[src/rtl/uart_sram_tx_interface_pkg.sv]
// Shared definitions for the SRAM-to-UART transmit path.
//   tx_state_type         : controller FSM states
//   UART_FRAME_BITS       : start + 8 data + stop
//   DEFAULT_CLKS_PER_BIT  : 50 MHz / 115200 baud, rounded
//   DEFAULT_SRAM_RD_LATENCY : address-to-data cycles of the SRAM controller
package uart_sram_tx_interface_pkg;

  localparam int UART_FRAME_BITS         = 10;
  localparam int DEFAULT_CLKS_PER_BIT    = 434;
  localparam int DEFAULT_SRAM_RD_LATENCY = 2;

  typedef enum logic [2:0] {
    S_TX_IDLE,
    S_TX_RD_W1,
    S_TX_RD_W2,
    S_TX_LATCH,
    S_TX_SEND_HI,
    S_TX_SEND_LO,
    S_TX_FINISH
  } tx_state_type;

endpackage

[src/rtl/uart_sram_tx_interface_tx_byte.sv]
// uart_tx_byte: 8N1 byte serializer, LSB first.
//   CLOCK_50_I, resetn : clock, asynchronous active-low reset
//   Tx_load, Tx_data   : load request and byte; accepted only while Tx_ready
//   Tx_ready           : idle, or in the last cycle of the stop bit
//   UART_TX_O          : serial line, high when idle or in reset
module uart_tx_byte
  import uart_sram_tx_interface_pkg::*;
#(
  parameter int CLKS_PER_BIT = DEFAULT_CLKS_PER_BIT
) (
  input  logic       CLOCK_50_I,
  input  logic       resetn,
  input  logic       Tx_load,
  input  logic [7:0] Tx_data,
  output logic       Tx_ready,
  output logic       UART_TX_O
);

  localparam int CNT_W = $clog2(CLKS_PER_BIT + 1);
  localparam logic [CNT_W-1:0] BAUD_LAST = CNT_W'(CLKS_PER_BIT - 1);
  localparam logic [3:0]       BIT_LAST  = 4'(UART_FRAME_BITS - 1);

  logic                       active;
  logic [CNT_W-1:0]           baud_cnt;
  logic [3:0]                 bit_idx;
  logic [UART_FRAME_BITS-1:0] shift_reg;
  logic                       bit_end;

  assign bit_end  = (baud_cnt == BAUD_LAST);
  // Ready in the final stop-bit cycle lets the next frame start with no idle gap.
  assign Tx_ready = !active || (bit_end && (bit_idx == BIT_LAST));
  // Driven from async-reset flops, so reset forces the line high at once.
  assign UART_TX_O = active ? shift_reg[0] : 1'b1;

  // NOTE: sequential state uses non-blocking assignments so every flop
  // samples the pre-edge values regardless of statement order.
  always_ff @(posedge CLOCK_50_I or negedge resetn) begin
    if (!resetn) begin
      active    <= 1'b0;
      baud_cnt  <= '0;
      bit_idx   <= '0;
      shift_reg <= '1;
    end else if (Tx_load && Tx_ready) begin
      active    <= 1'b1;
      baud_cnt  <= '0;
      bit_idx   <= '0;
      shift_reg <= {1'b1, Tx_data, 1'b0};
    end else if (active) begin
      if (bit_end) begin
        baud_cnt <= '0;
        if (bit_idx == BIT_LAST) begin
          active <= 1'b0;
        end else begin
          bit_idx   <= bit_idx + 4'd1;
          shift_reg <= {1'b1, shift_reg[UART_FRAME_BITS-1:1]};
        end
      end else begin
        baud_cnt <= baud_cnt + CNT_W'(1);
      end
    end
  end

endmodule

[src/rtl/uart_sram_tx_interface.sv]
// uart_sram_tx_interface: reads Word_count 16-bit words from SRAM starting
// at Start_address and sends each as two UART frames, high byte first.
//   CLOCK_50_I, resetn   : clock, asynchronous active-low reset
//   Start                : one-cycle pulse, accepted only when idle
//   Start_address        : first word address (18 bit, wraps)
//   Word_count           : number of words; zero just pulses Done
//   SRAM_address         : read address, holds its last value when idle
//   SRAM_we_n            : always 1 (read only)
//   SRAM_read_data       : read data, valid SRAM_RD_LATENCY cycles after address
//   UART_TX_O            : serial line
//   Busy                 : high while this block owns the SRAM port
//   Done                 : one-cycle pulse at end of transfer
module uart_sram_tx_interface
  import uart_sram_tx_interface_pkg::*;
#(
  parameter int CLKS_PER_BIT    = DEFAULT_CLKS_PER_BIT,
  parameter int SRAM_RD_LATENCY = DEFAULT_SRAM_RD_LATENCY
) (
  input  logic        CLOCK_50_I,
  input  logic        resetn,
  input  logic        Start,
  input  logic [17:0] Start_address,
  input  logic [17:0] Word_count,
  output logic [17:0] SRAM_address,
  output logic        SRAM_we_n,
  input  logic [15:0] SRAM_read_data,
  output logic        UART_TX_O,
  output logic        Busy,
  output logic        Done
);

  tx_state_type state, next_state;

  logic [17:0]              words_left;
  logic [15:0]              word_buf;
  logic [15:0]              next_buf;
  logic                     hi_load_q;   // first word: load high byte the cycle after capture
  logic [SRAM_RD_LATENCY:0] rd_pipe;     // tracks the prefetch read in flight
  logic                     words_remain;

  logic       tx_load;
  logic [7:0] tx_data;
  logic       tx_ready;
  logic       prefetch;
  logic       advance_word;
  logic       accept_start;

  assign SRAM_we_n    = 1'b1;
  assign words_remain = (words_left != 18'd0);
  assign accept_start = (state == S_TX_IDLE) && Start;

  uart_tx_byte #(
    .CLKS_PER_BIT(CLKS_PER_BIT)
  ) u_tx_byte (
    .CLOCK_50_I(CLOCK_50_I),
    .resetn    (resetn),
    .Tx_load   (tx_load),
    .Tx_data   (tx_data),
    .Tx_ready  (tx_ready),
    .UART_TX_O (UART_TX_O)
  );

  always_ff @(posedge CLOCK_50_I or negedge resetn) begin
    if (!resetn) state <= S_TX_IDLE;
    else         state <= next_state;
  end

  // NOTE: every signal assigned in a combinational block gets a default
  // first, so no path can leave it unassigned and infer a latch.
  always_comb begin
    next_state = state;
    case (state)
      S_TX_IDLE:    if (Start && (Word_count != 18'd0)) next_state = S_TX_RD_W1;
      S_TX_RD_W1:   next_state = S_TX_RD_W2;
      S_TX_RD_W2:   next_state = S_TX_LATCH;
      S_TX_LATCH:   next_state = S_TX_SEND_HI;
      S_TX_SEND_HI: if (!hi_load_q && tx_ready) next_state = S_TX_SEND_LO;
      S_TX_SEND_LO: if (tx_ready) next_state = words_remain ? S_TX_SEND_HI : S_TX_FINISH;
      S_TX_FINISH:  if (tx_ready) next_state = S_TX_IDLE;
      default:      next_state = S_TX_IDLE;
    endcase
  end

  always_comb begin
    tx_load      = 1'b0;
    tx_data      = word_buf[15:8];
    prefetch     = 1'b0;
    advance_word = 1'b0;
    Busy         = (state != S_TX_IDLE);
    case (state)
      S_TX_SEND_HI: begin
        if (hi_load_q) begin
          tx_load = 1'b1;
        end else if (tx_ready) begin
          tx_load  = 1'b1;
          tx_data  = word_buf[7:0];
          prefetch = words_remain;
        end
      end
      S_TX_SEND_LO: begin
        // Hand the prefetched high byte over in the same cycle so the
        // next word follows the previous stop bit directly.
        if (tx_ready && words_remain) begin
          tx_load      = 1'b1;
          tx_data      = next_buf[15:8];
          advance_word = 1'b1;
        end
      end
      default: ;
    endcase
  end

  always_ff @(posedge CLOCK_50_I or negedge resetn) begin
    if (!resetn) begin
      SRAM_address <= '0;
      words_left   <= '0;
      word_buf     <= '0;
      next_buf     <= '0;
      hi_load_q    <= 1'b0;
      rd_pipe      <= '0;
      Done         <= 1'b0;
    end else begin
      Done      <= (accept_start && (Word_count == 18'd0)) ||
                   ((state == S_TX_FINISH) && tx_ready);
      hi_load_q <= (state == S_TX_LATCH);
      rd_pipe   <= {rd_pipe[SRAM_RD_LATENCY-1:0], prefetch};

      if (accept_start && (Word_count != 18'd0)) begin
        SRAM_address <= Start_address;
        words_left   <= Word_count;
      end
      if (state == S_TX_LATCH) begin
        word_buf   <= SRAM_read_data;
        words_left <= words_left - 18'd1;
      end
      if (prefetch) SRAM_address <= SRAM_address + 18'd1;
      if (rd_pipe[SRAM_RD_LATENCY]) next_buf <= SRAM_read_data;
      if (advance_word) begin
        word_buf   <= next_buf;
        words_left <= words_left - 18'd1;
      end
    end
  end

endmodule

[config.mk]
export PLATFORM = sky130hd
export DESIGN_NAME = uart_sram_tx_interface
export DESIGN_NICKNAME = d
export VERILOG_FILES = /design/src/rtl/uart_sram_tx_interface_pkg.sv /design/src/rtl/uart_sram_tx_interface_tx_byte.sv /design/src/rtl/uart_sram_tx_interface.sv
export SDC_FILE = /design/constraint.sdc
export NUM_CORES = 1
export LEC_CHECK = 0
export ABC_AREA = 0
export CAP_MARGIN = 20
export CORE_MARGIN = 2
export CORE_UTILIZATION = 30
export DETAILED_ROUTE_END_ITERATION = 8
export SYNTH_ARGS = -nofsm -noshare
export SYNTH_HDL_FRONTEND = slang
export SYNTH_SLANG_ARGS = --single-unit
[constraint.sdc]
create_clock -name CLOCK_50_I -period 3.41 [get_ports CLOCK_50_I]
set_input_delay 0.341 -clock CLOCK_50_I [delete_from_list [all_inputs] [get_ports CLOCK_50_I]]
set_output_delay 0.341 -clock CLOCK_50_I [all_outputs]
set_load 0.005 [all_outputs]
==> results of run 1 <==
-- power breakdown --
part	internal [W]	switching [W]	total, W
registers	0.00120	0.0000212	0.00122
logic	0.0000915	0.0000615	0.000153
clock network	0.000686	0.000450	0.00114
total	0.00198	0.000533	0.00251
-- logic make-up after synthesis --
group | count (synthesis)
AOI/OAI and AO/OA | 128
adders and majority gates | 6
muxes | 24
buffers and inverters | 47
other | 1
and+or+nand+nor | 229
xor gates and xnor gates | 5
DFF | 99
-- worst min path at each step --
| stage | end | from | depth (start not counted) |
|---|---|---|---|
| floorplan | Done | resetn | 0 |
| global placement | rd_pipe[2] | rd_pipe[1] | 0 |
| detailed placement | rd_pipe[1] | rd_pipe[0] | 0 |
| CTS | words_left[12] | resetn | 1 |
| global route | rd_pipe[1] | rd_pipe[0] | 0 |
| finish | rd_pipe[1] | rd_pipe[0] | 0 |
-- layout by cell type (no fill, tap or decap), types with 13 or more instances in the layout --
| cell | netlist | routed |
|---|---|---|
| o21ai_0 | 15 | 14 |
| buf_4 | 3 | 15 |
| mux2_2 | 20 | 20 |
| nand2_1 | 91 | 91 |
| clkdlybuf4s50_1 | 0 | 74 |
| a21oi_1 | 22 | 22 |
| dfrtp_1 | 90 | 90 |
| a31oi_1 | 13 | 13 |
| inv_1 | 15 | 15 |
| nor3_1 | 19 | 19 |
| nor2_1 | 55 | 55 |
| nand3_1 | 17 | 17 |
-- worst reg2reg max path, cell delays in order (launching register included) --
cell and delay, ps:
dfrtp_1 400, inv_1 90, ha_1 170, or3b_1 450, or4_1 690, o211a_1 380, nor2_4 370, o21ai_1 130
a221o_1 300
-- per-layer routing --
metal  track usage, %  part of all wire (%)
met1            19.18                    46
met2            23.38                    46
met3            3.590                   5.2
met4            6.140                   2.7
met5                0                     0
-- area by class of cell --
class | instances | area [um2]
Clock buffer | 11 | 252.7
Clock inverter | 5 | 82.58
Fill cell | 1640 | 10130
Inverter | 16 | 62.56
Multi-Input combinational cell | 393 | 2412
Sequential cell | 99 | 2489
Tap cell | 220 | 275.3
Timing Repair Buffer | 91 | 883.3
-- stage by stage --
stage	util [%]	instance area, um2
after floorplan	-	5101
after global placement	36.74	6092
after detailed placement	36.74	6092
after CTS	38.76	6427
after global routing	38.94	6457
final	38.94	6457
==> reports/results.txt, run 1 <==
Clock transition at path regs: 70 ps
Vias in the first global route: 4377
Setup crit start: words_left[1]
Post-Syn Instances: 539
Chip height: 134.4 um
Ant diodes: 0
Post-synthesis mux area share: 5.200%
Cells along the critical path: inv_1, ha_1, or3b_1, or4_1, o211a_1, nor2_4, o21ai_1, a221o_1
Ys async rst share: 100.0%
Initial Util: 30.76%
Max capacitance violation total: 0
Largest cells by area after synthesis: dfrtp_1 (44%), nand2_1 (6.7%), dfstp_2 (4.6%)
VDD IR max: 0.0002220 V
Core area: 16580 um2
Largest family of logic cells by synthesized area: simple AND/OR/NAND/NOR gates
Static leakage: 2.637 nW
Final setup fails: 0
ANT nets after route: 0
Hold Fails Final Rpt: 0
EDFF count, synth: 0
Synth cell types: 68
Sum Neg Setup Slack: 0 ps
Wire length per cell: 15.42 um
CP Capture Type: register
Post-place setup slack: 327.3 ps
Worst Path Max Fanout: 18
Input/output buffers: 75
Slew Viols, Final: 0
Skew-Pair Late Insertion Delay: 350 ps
RePlAce Congestion: 0.8565
Root buffer cell: clkbuf_16
Initial antenna violation count: 0
Share of layout cells above drive strength 1: 13.01%
Setup bufs post-CTS: 0
Final clock skew: 8.539 ps
# hold bufs at CTS: 0
CP max stage delay: 690 ps
Clock Sinks: 99
Critical Path AT: 3330 ps
Sequential cell area fraction in the yosys report: 48.79%
Biggest regs: SRAM_address: 18 flops, words_left: 18 flops
Minimum clock period: 3100 ps
First-pass GRT wire length: 21560 um
Yosys warns: 0
Overall power: 0.002513 W
Top cells by count, synth: nand2_1 (91), dfrtp_1 (90), nor2_1 (55), a21oi_1 (22), clkbuf_1 (22)
Worst flop-to-flop path endpoint: words_left[6]
Ports: 77
Vias: 4405
Worst-Margin Slew: 725.1 ps
DRT iter0 DRCs: 276
Simple-gate area share of the yosys netlist: 20.73%
Synthesized cell area: 5101 um2
CP Capture Point: words_left[6]
Status: complete, no violations
Startpoint types: register
Syn Nets: 600
Largest net degree at the start of global routing: 82
Synth Flop Type: dfrtp_1
CTS tree: yes
DR pass1 iterations: 6
Global route overflow: 0
Number of H-tree levels: 3
Total CTS buffers: 9
Share of the synthesized area in the top cell type: 44.15%
Aggregate routed wire length: 12880 um
Pwr/cell area: 389.2 nW/um2
Die Area: 18060 um2
DP Wirelength: 9283 um
Setup ws final: 309.9 ps
Nets: 671
Hold Path Class: reg -> reg
Worst hold margin: 350.4 ps
Worst r2r path cells: 8
FF-to-FF setup slack: 310 ps
WP buf/inv: 1
Row count: 47
Max-Slew Margin vs Limit: 51.66%
Synth area leader: dfrtp_1
Worst path depth: 8
Via-per-instance ratio: 5.275
Post-Layout Cell Count: 835
Post-CTS sizing: 0
Area delta synth->final: 26.59%
RSZ-0062 raised after global routing: false
XOR/XNOR Fraction of Synth Area: 0.8585%
Maximum clock insertion buffer count: 2
Post-synthesis adder-cell area fraction: 1.472%
Critical path class: reg -> reg
Cell family with most CP delay: simple AND/OR/NAND/NOR gates
Synth Area in Compound Gates: 18.89%
Residual DRC: 0
CP max stage cell: or4_1
Synth Area per Inst: 9.464 um2
Post-route clock period utilization: 90.91%
All-Layer GR Usage: 14.71%
RR Startpoint: words_left[1]
Placed Cells incl. Taps: 817
Fmax: 322.6 MHz
Yosys reg bits: 99
Die Wd: 134.4 um
Most common cell in the synthesized netlist: nand2_1
Critical Path RT: 3640 ps
Power figures use the tool's default switching activity.
==> run 2: changes to the inputs <==
- PLACE_DENSITY: unset -> 0.59
- REMOVE_ABC_BUFFERS: unset -> 1
==> run 2 against run 1 <==
Sequential power is essentially flat. Critical path depth is the same. Register-to-register slack is essentially flat. First-iteration DRC count shrank 11%. Sequential share of layout area grew 0.067 points. Utilization shrank 0.068 points. Critical path type unchanged. Highest routed layer unchanged.
==> reports/results.txt, run 2 (same netlist as run 1, synthesis figures left out) <==
Status: complete, no violations
Setup bufs post-CTS: 0
Commonest non-fill, non-tap cell in the layout: nand2_1
Clock transition at path regs: 80 ps
Residual DRC: 0
Worst Path Max Fanout: 14
Hold Fails Final Rpt: 0
Clock Sinks: 99
Final setup fails: 0
Max capacitance violation total: 0
CP Capture Type: register
Met2 WL: 5977 um
Die Wd: 134.4 um
Final clock skew: 8.060 ps
Row count: 47
Total CTS buffers: 9
Input/output buffers: 75
RSZ-0062 raised after global routing: false
Pwr/cell area: 393.8 nW/um2
Post-route clock period utilization: 90.84%
First-pass GRT wire length: 22220 um
All-Layer GR Usage: 15.21%
Share of layout cells above drive strength 1: 13.01%
Met1 wire length: 6110 um
Startpoint types: register
Biggest regs: SRAM_address: 18 flops, words_left: 18 flops
Largest net degree at the start of global routing: 37
Worst-Margin Slew: 727.0 ps
Max-Slew Margin vs Limit: 51.54%
Nets: 671
Initial antenna violation count: 0
Minimum clock period: 3098 ps
Critical Path AT: 3330 ps
Sum Neg Setup Slack: 0 ps
# hold bufs at CTS: 1
Static leakage: 2.632 nW
Cells along the critical path: inv_1, ha_1, or3b_1, or4_1, o211a_1, nor2_4, o21ai_1, a221o_1
Number of H-tree levels: 3
RePlAce Congestion: 0.8408
Core Util, Final: 38.87%
Cell family with most CP delay: simple AND/OR/NAND/NOR gates
VDD IR max: 0.0002376 V
Post-CTS sizing: 0
Ports: 77
Skew-Pair Late Insertion Delay: 350 ps
Global route overflow: 0
Critical Path RT: 3640 ps
Most frequent cells in the layout: nand2_1 (91), dfrtp_1 (90), clkdlybuf4s50_1 (74), nor2_1 (55), a21oi_1 (22)
CTS tree: yes
DP Wirelength: 9403 um
Top Metal Used: met4
Overall power: 0.002539 W
Via-per-instance ratio: 5.238
WP buf/inv: 1
WL met3: 715 um
Initial Util: 30.76%
DR pass1 iterations: 8
CP max stage delay: 700 ps
Chip height: 134.4 um
Root buffer cell: clkbuf_16
Wire length per cell: 15.64 um
Hold Path Class: reg -> reg
Fmax: 322.8 MHz
Critical path class: reg -> reg
Area delta synth->final: 26.37%
Ant diodes: 0
CP max stage cell: or4_1
Vias in the first global route: 4476
ANT nets after route: 0
Aggregate routed wire length: 13060 um
Maximum clock insertion buffer count: 2
Slew Viols, Final: 0
Core area: 16580 um2
DRT iter0 DRCs: 246
Vias: 4374
Die Area: 18060 um2
-- run 2: per-layer routing --
layer	track usage, %	vias to the layer above
met5	0	-
met2	23.84	101
met3	4.837	20
li1	-	2116
met4	4.854	0
met1	20.00	2137
-- run 2: report_power, final --
group / internal [W] / switching [W]
sequential: 0.00120 / 0.0000224
combinational: 0.0000891 / 0.0000613
clock: 0.000665 / 0.000499
total: 0.00196 / 0.000583
-- run 2: metrics by stage --
| step | cell area, um2 | hold WS (ps) | std cells | setup WS [ps] |
|---|---|---|---|---|
| 3_3_place_gp | 6100 | 334.0 | 818 | 432.2 |
| 2_1_floorplan | 4960 | 45.41 | 508 | 271.5 |
| 6_report | 6446 | 348.0 | 835 | 312.4 |
| 4_1_cts | 6446 | 354.8 | 835 | 294.8 |
| 5_1_grt | 6446 | 356.1 | 835 | 81.70 |
| 3_5_place_dp | 6100 | 339.6 | 818 | 314.1 |
-- run 2: worst paths after layout --
kind                          startpoint                     end  depth (start not counted)  slack [ps]
max in group asynchronous         resetn  u_tx_byte.shift_reg[6]                          3        2070
min in group asynchronous         resetn              rd_pipe[2]                          2         500
min reg2reg                   rd_pipe[1]              rd_pipe[2]                          0         350
max                        words_left[0]           words_left[6]                          8         310
min                           rd_pipe[1]              rd_pipe[2]                          0         350
max reg2reg                words_left[0]           words_left[6]                          8         310
-- run 2: cell type report --
class / count / area, um2
fillers: 1647 / 10140
flip-flops and latches: 99 / 2489
multi-input cells: 393 / 2412
repair buffers: 91 / 870.8
well taps: 220 / 275.3
clock buffers: 9 / 225.2
clock inverters: 7 / 111.4
inverters: 16 / 62.56
==> run 3: changes to the inputs <==
- HOLD_SLACK_MARGIN: unset -> 0.08
==> results of run 3 <==
No change in the layout: final DEF, timing and power equal those of run 2.
==> edit 1: new RTL, config.mk and constraints of run 1 <==
Reset style: synchronous (`resetn`), changed in 3 clocked blocks. Comments in the files are not updated.
--- a/src/rtl/uart_sram_tx_interface_tx_byte.sv
+++ b/src/rtl/uart_sram_tx_interface_tx_byte.sv
@@ -34,7 +34,7 @@
 
   // NOTE: sequential state uses non-blocking assignments so every flop
   // samples the pre-edge values regardless of statement order.
-  always_ff @(posedge CLOCK_50_I or negedge resetn) begin
+  always_ff @(posedge CLOCK_50_I) begin
     if (!resetn) begin
       active    <= 1'b0;
       baud_cnt  <= '0;
--- a/src/rtl/uart_sram_tx_interface.sv
+++ b/src/rtl/uart_sram_tx_interface.sv
@@ -60,7 +60,7 @@
     .UART_TX_O (UART_TX_O)
   );
 
-  always_ff @(posedge CLOCK_50_I or negedge resetn) begin
+  always_ff @(posedge CLOCK_50_I) begin
     if (!resetn) state <= S_TX_IDLE;
     else         state <= next_state;
   end
@@ -110,7 +110,7 @@
     endcase
   end
 
-  always_ff @(posedge CLOCK_50_I or negedge resetn) begin
+  always_ff @(posedge CLOCK_50_I) begin
     if (!resetn) begin
       SRAM_address <= '0;
       words_left   <= '0;
Function: differs if resetn is asserted again (counterexample within 4 cycles, from zero or initial values and one cycle with resetn low); with resetn held inactive, the same outputs for 10 cycles.
==> edit 1 against run 1 <==
- synthesized cell count increased by 2.2%
- synthesized area shrank 3.5%
- clock skew grew 0.0012 ns
- cell area decreased by 4.2%
- setup slack better by 0.37 ns
- sequential cell count stayed put
- wire length down 0.47%
- via count rose by 0.82%
Power is not compared: it rests on default switching activity, and its combinational part moved more than twofold at a synthesized area within 25%.
==> edit 1: results (changes against run 1) <==
----------------------------------------------------
[Run status]
  Run status ... completed (unchanged)

[Yosys]
  Proportion of register bits with asynchronous set or reset after synthesis ... 0 (was 1.000)
  Post-synth top flop ... sky130_fd_sc_hd__dfxtp_1 (was sky130_fd_sc_hd__dfrtp_1)
  Top cells by instance count after synthesis ... 99 x sky130_fd_sc_hd__dfxtp_1, 71 x sky130_fd_sc_hd__nor2_1, 41 x sky130_fd_sc_hd__nand2_1 (was 91 x sky130_fd_sc_hd__nand2_1, 90 x sky130_fd_sc_hd__dfrtp_1, 55 x sky130_fd_sc_hd__nor2_1)
  Synthesized net count ... 612 (was 600)

[Route]
  Router iterations before antenna repair ... 5 (was 6)
  Post-Route M1 WL ... 6047 um (was 5917 um)
  Number of DRC violations after detailed-routing iteration 0 ... 278 (was 276)
  Final routed wire length divided by cell count ... 15.31 um (was 15.42 um)
  Final routed wirelength across all metal layers ... 12820 um (was 12880 um)

[Final layout]
  Number of multi-input combinational cells ... 407 (was 393)
  Area growth from synthesis to layout ... 25.61% (was 26.59%)
  Filler cell count ... 1605 (was 1640)
  Share of layout cells above drive strength 1 ... 0.07729 (was 0.1301)
  Number of logic inverters in the finished layout ... 14 (was 16)
  Count of plain and timing-repair buffers in the layout ... 85 (was 91)

[STA]
  Largest clock skew in the final design ... 0.009737 ns (was 0.008539 ns)
  Worst hold margin ... 0.4407 ns (was 0.3504 ns)

[Placed design]
  Post-detail-place hpwl ... 9280 um (was 9283 um)
  RePlAce Congestion ... 0.8542 (was 0.8565)
  Pre-CTS worst setup slack ... 0.7065 ns (was 0.3273 ns)

[GRT]
  Global-route wire length before repair ... 21340 um (was 21560 um)
  Maximum number of pins on one net before global-route repair ... 27 (was 82)
  Met3 Use GR ... 0.03729 (was 0.03590)

[Critical path]
  Maximum fanout count along the critical path ... 17 (was 18)
  R2R Setup Slk ... 0.68 ns (was 0.31 ns)

----------------------------------------------------
[edit 1: cell types whose count changed after synthesis, moves of 6 or more]
| cell | delta |
|---|---|
| sky130_fd_sc_hd__dfxtp_1 | +99 |
| sky130_fd_sc_hd__dfrtp_1 | -90 |
| sky130_fd_sc_hd__nand2_1 | -50 |
| sky130_fd_sc_hd__mux2i_1 | +24 |
| sky130_fd_sc_hd__mux2_2 | -18 |
| sky130_fd_sc_hd__nor2_1 | +16 |
| sky130_fd_sc_hd__dfstp_2 | -9 |
| sky130_fd_sc_hd__nand3_1 | -9 |
| sky130_fd_sc_hd__nor3_1 | -9 |
| sky130_fd_sc_hd__a211oi_1 | +8 |
| sky130_fd_sc_hd__a211o_1 | +7 |
| sky130_fd_sc_hd__a22oi_1 | +6 |
[edit 1: kinds of logic after synthesis]
family / synth area share
buffers and inverters: 0.03887
and+or+nand+nor: 0.2231
muxes: 0.06148
other: 0.0007615
xor gates and xnor gates: 0.01778
DFF: 0.4024
adders and majority gates: 0.01524
AOI/OAI and AO/OA: 0.2403
==> edit 2: new RTL, flow settings as in run 1 <==
Without the edit above. Change the package constant `DEFAULT_CLKS_PER_BIT` from 434 to 108.
--- a/src/rtl/uart_sram_tx_interface_pkg.sv
+++ b/src/rtl/uart_sram_tx_interface_pkg.sv
@@ -6,7 +6,7 @@
 package uart_sram_tx_interface_pkg;
 
   localparam int UART_FRAME_BITS         = 10;
-  localparam int DEFAULT_CLKS_PER_BIT    = 434;
+  localparam int DEFAULT_CLKS_PER_BIT    = 108;
   localparam int DEFAULT_SRAM_RD_LATENCY = 2;
 
   typedef enum logic [2:0] {
Formal check against the unedited RTL: same outputs for any inputs over 10 cycles, from zero or initial values and one cycle with resetn low; that may be too few to reach the edited logic, so the function may still have changed.
==> edit 2 against run 1 <==
- first-iteration DRC count up 41%
- hold slack got worse by 0.23 ns
- clock power down 7%
- setup slack gained 0.031 ns
- wire length is the same
- cell area is 2.5% lower
- total power is 4.4% lower
- non-clock buffer count shrank 2
- count of clock-buffer cells in the layout is 2 lower
- sequential cell count is 2 lower
- synthesized area shrank 2.6%
- clock skew is essentially flat
- synthesized cell count shrank 4.1%
- critical endpoint is now words_left[17]
==> edit 2: results (changes against run 1) <==
----------------------------------------------------
[Yosys]
  Top cells by instance count after synthesis ... 88 x sky130_fd_sc_hd__dfrtp_1, 76 x sky130_fd_sc_hd__nand2_1, 44 x sky130_fd_sc_hd__nor2_1 (was 91 x sky130_fd_sc_hd__nand2_1, 90 x sky130_fd_sc_hd__dfrtp_1, 55 x sky130_fd_sc_hd__nor2_1)
  Yosys Warn Count ... 0 (unchanged)
  Synth area leaders ... sky130_fd_sc_hd__dfrtp_1 44%, sky130_fd_sc_hd__nand2_1 5.7%, sky130_fd_sc_hd__dfstp_2 4.8% (was sky130_fd_sc_hd__dfrtp_1 44%, sky130_fd_sc_hd__nand2_1 6.7%, sky130_fd_sc_hd__dfstp_2 4.6%)
  Proportion of synthesized chip area in sequential cells ... 0.4906 (was 0.4879)
  Mean Syn Cell Area ... 9.615 um^2 (was 9.464 um^2)
  Synthesized net count ... 577 (was 600)
  Multiplexer share of the synthesized area ... 0.04455 (was 0.05200)
  Fraction of synthesized cell area in xor and xnor cells ... 0.01057 (was 0.008585)
  Number of library cell types mapped by synthesis ... 64 (was 68)
  Area fraction in compound gates after synthesis ... 0.1996 (was 0.1889)
  Adder-cell area share of the yosys netlist ... 0.01258 (was 0.01472)

[GRT]
  Overall track demand over capacity in global routing ... 0.1494 (was 0.1471)
  Maximum number of pins on one net before global-route repair ... 70 (was 82)
  M2 GR Usage ... 0.2346 (was 0.2338)
  Met3 Use GR ... 0.02682 (was 0.03590)
  Global-route wire length before repair ... 21490 um (was 21560 um)
  Met1 layer usage reported by global route ... 0.2086 (was 0.1918)

[Power and ir drop]
  Worst supply voltage drop on vdd ... 0.3039 mV (was 0.2220 mV)
  Net Sw Power ... 0.0005549 W (was 0.0005330 W)
  Leakage power of the design ... 2.593 nW (was 2.637 nW)

[Final layout]
  Share of layout cells above drive strength 1 ... 0.1191 (was 0.1301)
  Final layout net count ... 651 (was 671)
  Filler cell count ... 1603 (was 1640)
  Leading registers by flop count ... SRAM_address (18), words_left (18) (unchanged)

[Placed design]
  Cell total after placement ... 800 (was 817)
  Pre-CTS worst setup slack ... 0.3711 ns (was 0.3273 ns)
  Post-DP Area ... 5986 um^2 (was 6092 um^2)
  RePlAce Congestion ... 0.8284 (was 0.8565)
  Post-detail-place hpwl ... 9142 um (was 9283 um)

[Route]
  Final routed wire length divided by cell count ... 15.78 um (was 15.42 um)
  Average vias per placed instance ... 5.245 (was 5.275)
  Overall via count from detail_route ... 4280 (was 4405)
  Number of DRC violations after detailed-routing iteration 0 ... 388 (was 276)
  Router iterations before antenna repair ... 5 (was 6)

[Clocking]
  Clk_lat worst skew ... 0.35 ns (about the same)
  Buffer levels on the longest clock path ... 2 (unchanged)

[Critical path]
  Maximum fanout count along the critical path ... 12 (was 18)
  WP data arrival ... 3.28 ns (was 3.33 ns)

[Run status]
  Run status ... completed (unchanged)

[STA]
  Largest clock skew in the final design ... 0.008948 ns (was 0.008539 ns)
  Rel. slew slack ... 0.3747 (was 0.5166)

[Worst hold path]
  Class of the most critical hold timing path ... input pin to asynchronous set/reset pin (was flop to flop)

----------------------------------------------------
==> edit 2: logic make-up (layout without fill, tap and decap cells) <==
| group | after synthesis | in the layout |
|---|---|---|
| and+or+nand+nor | 214 | 214 |
| AOI/OAI and AO/OA | 135 | 135 |
| DFF | 97 | 97 |
| buffers and inverters | 39 | 118 |
| muxes | 20 | 20 |
| xor gates and xnor gates | 6 | 6 |
| adders and majority gates | 5 | 5 |
| other | 1 | 1 |
==> edit 2: critical path: stages (launching register included) <==
cell	delay, ns
sky130_fd_sc_hd__dfrtp_1	0.40
sky130_fd_sc_hd__ha_1	0.22
sky130_fd_sc_hd__inv_1	0.09
sky130_fd_sc_hd__o41ai_1	0.34
sky130_fd_sc_hd__buf_4	0.24
sky130_fd_sc_hd__nand3_1	0.15
sky130_fd_sc_hd__o21ai_1	0.77
sky130_fd_sc_hd__nand2_1	0.29
sky130_fd_sc_hd__o311ai_0	0.43
==> edit 2: cell type report <==
class                   instances  area (um^2)  share of cell area
flip-flops and latches         97         2439              0.3872
multi-input cells             381         2370              0.3763
repair buffers                 89        853.3              0.1355
well taps                     220        275.3             0.04371
clock buffers                   9        225.2             0.03576
clock inverters                 7        86.33             0.01371
inverters                      13        48.80            0.007749
==> edit 2: path summary, 6_finish.rpt <==
path                                        from               end  slack [ns]  depth (start not counted)
min                                       resetn  SRAM_address[14]        0.12                          1
max in group asynchronous                 resetn      word_buf[11]        2.49                          2
min in group CLOCK_50_I               rd_pipe[0]        rd_pipe[1]        0.35                          0
min reg2reg                           rd_pipe[0]        rd_pipe[1]        0.35                          0
max                        u_tx_byte.baud_cnt[0]    words_left[17]        0.34                          8
max reg2reg                u_tx_byte.baud_cnt[0]    words_left[17]        0.34                          8
==> edit 2: per-stage QoR <==
step	hold WS (ns)	utilization	total power (W)
detailed placement	0.3379	0.3648	0.001368
finish	0.1236	0.3838	0.002403
floorplan	0.04541	-	0.001251
global placement	0.3387	0.3648	0.001365
CTS	0.1554	0.3838	0.002430
global route	0.2062	0.3838	0.002499
==> edit 2: power by group through the flow <==
stage	Sequential [W]	Combinational [W]	Clock [W]
after floorplan	0.00121	0.0000363	0
after global placement	0.00122	0.000147	0
after detailed placement	0.00122	0.000149	0
after CTS	0.00120	0.000150	0.00108
after global routing	0.00120	0.000163	0.00113
final	0.00120	0.000147	0.00106
==> edit 2: layer usage <==
metal  share of wire  up-vias
li1                -     2067
met3           0.046       14
met5               0        -
met4           0.017        0
met2            0.46      121
met1            0.48     2078
